$ cat config.mk
export PLATFORM = sky130hd
export DESIGN_NAME = fp_add_control
export DESIGN_NICKNAME = d
export VERILOG_FILES = /design/src/rtl/fp_add_control.sv
export SDC_FILE = /design/constraint.sdc
export NUM_CORES = 1
export LEC_CHECK = 0
export ABC_AREA = 1
export BUFFER_PORTS_ARGS = -buffer_cell sky130_fd_sc_hd__buf_2
export CELL_PAD_IN_SITES_DETAIL_PLACEMENT = 0
export CELL_PAD_IN_SITES_GLOBAL_PLACEMENT = 1
export CORE_ASPECT_RATIO = 1.1
export CORE_UTILIZATION = 31
export DETAILED_ROUTE_END_ITERATION = 7
export PLACE_DENSITY_LB_ADDON = 0.1
export SYNTH_ARGS = -nofsm -noshare
export SYNTH_HDL_FRONTEND = slang
export SYNTH_SLANG_ARGS = --single-unit
$ cat constraint.sdc
create_clock -name Clock -period 2.8 [get_ports Clock]
set_input_delay 0.14 -clock Clock [delete_from_list [all_inputs] [get_ports Clock]]
set_output_delay 0.14 -clock Clock [all_outputs]
set_load 0.005 [all_outputs]
$ cat src/rtl/fp_add_control.sv
// ============================================================================
// Module   : fp_add_control
// Brief    : Sequencing controller for a floating-point adder datapath.
//            It walks the datapath through operand alignment, mantissa add,
//            normalization and an optional rounding step.
// Options  : define ROUND_EN to enable the ROUND state and one re-normalization pass.
// Revision : 1.0 - initial release
// ============================================================================
`default_nettype none

package controlpkg;
    typedef enum logic [2:0] {
        IDLE  = 3'd0,
        DISSR = 3'd1,
        ADD   = 3'd2,
        NORM  = 3'd3,
        ROUND = 3'd4,
        DONE  = 3'd5
    } StateType;
endpackage

module fp_add_control #(
    parameter  int EXPBITS      = 8,
    parameter  int MANTISSABITS = 23,
    localparam int IW           = $clog2(MANTISSABITS)
) (
    input  logic                 Clock,
    input  logic                 ResetN,
    input  logic                 Go,
    input  logic [EXPBITS-1:0]   ExpDiff,
    input  logic                 ExpSign,
    input  logic                 FFOValid,
    input  logic [IW-1:0]        FFOIndex,
    input  logic                 RoundCarry,
    output logic                 SelExpMux,
    output logic                 SelSRMuxL,
    output logic                 SelSRMuxG,
    output logic                 ShiftRightEnable,
    output logic [IW-1:0]        ShiftRightAmount,
    output logic                 SREn,
    output logic                 SLEn,
    output logic                 NoShift,
    output logic                 IncrEn,
    output logic                 DecrEn,
    output logic [IW-1:0]        ShiftAmount,
    output logic                 SelExpMuxR,
    output logic                 SelManMuxR,
    output logic                 RoundEn,
    output logic                 Busy,
    output logic                 Done,
    output controlpkg::StateType State
);

    import controlpkg::*;

    // Largest useful alignment shift: a shift past the hidden bit and guard
    // position clears the mantissa, so larger differences saturate here.
    localparam int SR_MAX = MANTISSABITS + 1;

    StateType           state_q, state_d;
    logic [EXPBITS-1:0] exp_diff_q, exp_diff_d;
    logic               exp_sign_q, exp_sign_d;
    logic               repass_q, repass_d;

`ifndef ROUND_EN
    // Rounding carry has no consumer when the rounding pass is compiled out.
    logic unused_round_carry;
    assign unused_round_carry = RoundCarry;
`endif

    // State register and operand capture, cleared asynchronously by ResetN.
    always_ff @(posedge Clock or negedge ResetN) begin
        if (!ResetN) begin
            state_q    <= IDLE;
            exp_diff_q <= '0;
            exp_sign_q <= 1'b0;
            repass_q   <= 1'b0;
        end else begin
            state_q    <= state_d;
            exp_diff_q <= exp_diff_d;
            exp_sign_q <= exp_sign_d;
            repass_q   <= repass_d;
        end
    end

    // Next-state logic; operands are captured only when a new operation starts.
    always_comb begin
        state_d    = state_q;
        exp_diff_d = exp_diff_q;
        exp_sign_d = exp_sign_q;
        repass_d   = repass_q;
        case (state_q)
            IDLE: begin
                repass_d = 1'b0;
                if (Go) begin
                    exp_diff_d = ExpDiff;
                    exp_sign_d = ExpSign;
                    state_d    = DISSR;
                end
            end
            DISSR: state_d = ADD;
            ADD:   state_d = NORM;
`ifdef ROUND_EN
            NORM:  state_d = ROUND;
            ROUND: begin
                // A rounding overflow gets exactly one extra normalization pass.
                if (RoundCarry && !repass_q) begin
                    repass_d = 1'b1;
                    state_d  = NORM;
                end else begin
                    state_d = DONE;
                end
            end
`else
            NORM:  state_d = DONE;
            ROUND: state_d = IDLE;
`endif
            DONE:    state_d = IDLE;
            default: state_d = IDLE;
        endcase
    end

    // Output decode from the current state; every control defaults to 0.
    always_comb begin
        SelExpMux        = 1'b0;
        SelSRMuxL        = 1'b0;
        SelSRMuxG        = 1'b0;
        ShiftRightEnable = 1'b0;
        ShiftRightAmount = '0;
        SREn             = 1'b0;
        SLEn             = 1'b0;
        NoShift          = 1'b0;
        IncrEn           = 1'b0;
        DecrEn           = 1'b0;
        ShiftAmount      = '0;
        SelExpMuxR       = 1'b0;
        SelManMuxR       = 1'b0;
        RoundEn          = 1'b0;
        Busy             = (state_q != IDLE);
        Done             = 1'b0;
        case (state_q)
            DISSR: begin
                // The operand with the smaller exponent is shifted right.
                SelExpMux        = exp_sign_q;
                SelSRMuxG        = exp_sign_q;
                SelSRMuxL        = ~exp_sign_q;
                ShiftRightEnable = (exp_diff_q != '0);
                if (int'(exp_diff_q) > SR_MAX) begin
                    ShiftRightAmount = IW'(SR_MAX);
                end else begin
                    ShiftRightAmount = IW'(exp_diff_q);
                end
            end
            NORM: begin
                if (!FFOValid) begin
                    NoShift = 1'b1;
                end else if (int'(FFOIndex) == MANTISSABITS + 1) begin
                    // Carry out of the add: one right shift, exponent up.
                    SREn        = 1'b1;
                    IncrEn      = 1'b1;
                    ShiftAmount = IW'(1);
                end else if (int'(FFOIndex) == MANTISSABITS) begin
                    NoShift = 1'b1;
                end else begin
                    // Cancellation: bring the leading one back to the hidden bit.
                    SLEn        = 1'b1;
                    DecrEn      = 1'b1;
                    ShiftAmount = IW'(MANTISSABITS - int'(FFOIndex));
                end
`ifdef ROUND_EN
                SelExpMuxR = repass_q;
                SelManMuxR = repass_q;
`endif
            end
`ifdef ROUND_EN
            ROUND: RoundEn = 1'b1;
`endif
            DONE: Done = 1'b1;
            default: ;
        endcase
    end

    assign State = state_q;

endmodule

`default_nettype wire

==> flow_summary.toml <==
[floorplanning]
ioPinCount = 46
initial_core_util_pct = 32.6
dieArea_um2 = 2810
core_region_area_um2 = 2470
die_y_um = 55.5
num_rows = 19
chipWidth_um = 50.7

[global_route]
grt_overflow = 0
grt_pass1_vias = 661
grt_max_degree = 19
grt_pass1_wl_um = 2570
antenna_found_initial = 0
grt_usage_pct = 11.7

[timing]
setup_violations = 0
fin_tns_setup_ps = 0
final_hold_viol_count = 0
finalCriticalPeriod_ps = 1570
report.final.slew_viol_count = 0
rsz0062_at_grt = "false"
finClkSkew_ps = 1.21
achievable-frequency_mhz = 637
fin_crit_sh_pct = 56.0

[worst_setup_path]
crit_path_top_delay_cell = "dfrtp_1"
required_ps = 2660
max_stage_delay_ps = 430
cp_top_family = "simple AND/OR/NAND/NOR gates"
critPathLaunchType = "flop"
critPathMaxFanout = 6
arrival_ps = 1430
worstPathCellList = "inv_2, nand3_2, nor2_2, nand2_2, nor2_1, buf_2"
critical_path_class = "flop to primary output"
crit_buf_inv = 2
crit_path_end_kind = "primary output"

[pwr]
cellLeakagePower_nw = 0.644
powerDensity_nw_per_um2 = 918
peakVddDrop_v = 0.000343

[synthesis]
yosysSeqAreaShare_pct = 37.2
synthTopCellsByArea = "dfrtp_1, inv_1, nand2_1, nor2_1, o21ai_2"
synth_commonest_cells = "inv_1, nand2_1, nor2_1"
synth_edf_count = 0
yosysWarningCount = 0
syn_area_per_cell_um2 = 7.34
yosysMostFrequentCell = "inv_1"
syn_inst = 110
synth_area_um2 = 807
synthArstFlopShare_pct = 100
yosysTopAreaCell = "dfrtp_1"
ys_ff_latch = 12
synth_top_area_share_pct = 37.2
synth_cell_types = 20
synth-main-ff-cell = "dfrtp_1"

[placed_design]
hpwl_um = 1250
finalWeightedCongestion = 0.672
dp_cells = 177
placement.io_buffers = 41

[detailed_routing]
drtPass1Iterations = 4
wire_per_inst_um = 8.36
ant_nets = 0
viasPerCell = 4.10
wl_um = 1520
drtIter0Drc = 10
vias = 746
drc_errors = 0

[clock_network]
cts_htree_levels = 1
cts_tree = "yes"
path_clk_slew_ps = 70
clock_sinks = 12
cts_buffer_depth = 2
cts_buffers = 3
cts_root_buf = "clkbuf_4"
clk_latency_ps = 270

[run]
drv_cap = 0

[outcome]
status = "finished, final reports clean"

[layout]
fill_cells = 292
instances_no_fill = 182
layout-drive-gt1-share_pct = 41.7
area_growth_pct = 29.9
fin_nets = 171
diodes = 0

[min_path]
hold_path.class = "input port to flop"
[state kept, by name, summed over array words and instances, names as in the netlist]
name,cells
State,3
exp_diff_q,8
exp_sign_q,1
[power breakdown]
part           total (mW)  switching [mW]  internal, mW
Combinational       0.483           0.273         0.210
Clock               0.135          0.0562        0.0790
Sequential          0.344          0.0864         0.258
[cell families (layout without fill, tap and decap cells)]
kind of cell | Yosys count | after routing | share of synthesized area (%)
AOI/OAI and AO/OA | 14 | 14 | 13.5
xor gates and xnor gates | 1 | 1 | 1.09
buffers and inverters | 30 | 69 | 17.7
DFF | 12 | 12 | 37.2
other | 1 | 3 | 0.465
and+or+nand+nor | 52 | 52 | 30.1
[routing by layer]
metal	share of wire (%)	wire length (um)	up-vias	global-route usage [%]
li1	-	-	399	-
met1	43	660	317	14.4
met2	50	763	28	20.2
met3	5.0	76	2	0
met4	1.3	20	0	7.14
met5	0	0	-	0
[final timing paths]
path,endpoint,slack [ps],cells after the start,startpoint
worst max register to register,exp_diff_q[4],1600,4,State[1]
worst min-delay path,exp_diff_q[5],100,3,ExpDiff[5]
worst max-delay path,DecrEn,1230,6,State[2]
worst min register to register,exp_diff_q[7],490,2,exp_diff_q[7]
min in group asynchronous,exp_diff_q[4],280,2,ResetN
max in group asynchronous,exp_diff_q[0],2310,2,ResetN
[timing repair]
item                      in CTS  in global routing
hold endpoints to repair      12                  0
hold buffers                   1                  0
gates resized for setup        0                  0
buffers inserted               0                  0
[per-stage QoR]
| stage | instance area (um2) | power (mW) | util, % | hold slack (ps) | setup WS (ps) |
|---|---|---|---|---|---|
| 3_5_place_dp | 1000 | 0.841 | 40.5 | 33.2 | 1510 |
| 2_1_floorplan | 815 | 0.690 | - | -156 | 1550 |
| 5_1_grt | 1050 | 1.06 | 42.4 | 96.3 | 1100 |
| 4_1_cts | 1050 | 0.979 | 42.4 | 97.8 | 1200 |
| 3_3_place_gp | 1000 | 0.828 | 40.5 | 36.3 | 1540 |
| 6_report | 1050 | 0.963 | 42.4 | 103 | 1230 |
[worst min-delay path, cell delays in order]
cell and delay (ps):
buf_2 90, inv_1 50, o21ai_2 50
[final cells by class]
class,instances,area (um2),share of cell area [%]
clock buffers,4,36.3,3.46
inverters,23,86.3,8.23
multi-input cells,70,372,35.4
flip-flops and latches,12,300,28.6
well taps,31,38.8,3.70
repair buffers,42,215,20.5
[cell usage in the layout (no fill, tap or decap), drive strengths merged]
cell         synthesis  routed
buf                  7      41
nand2               24      24
nor2                24      24
inv                 23      23
dfrtp               12      12
o21ai               12      12
clkbuf               0       4
nand3                4       4
conb                 1       3
xor2                 1       1
a21oi                1       1
o211a                1       1
dlygate4sd3          0       1
Power figures use the tool's default switching activity.
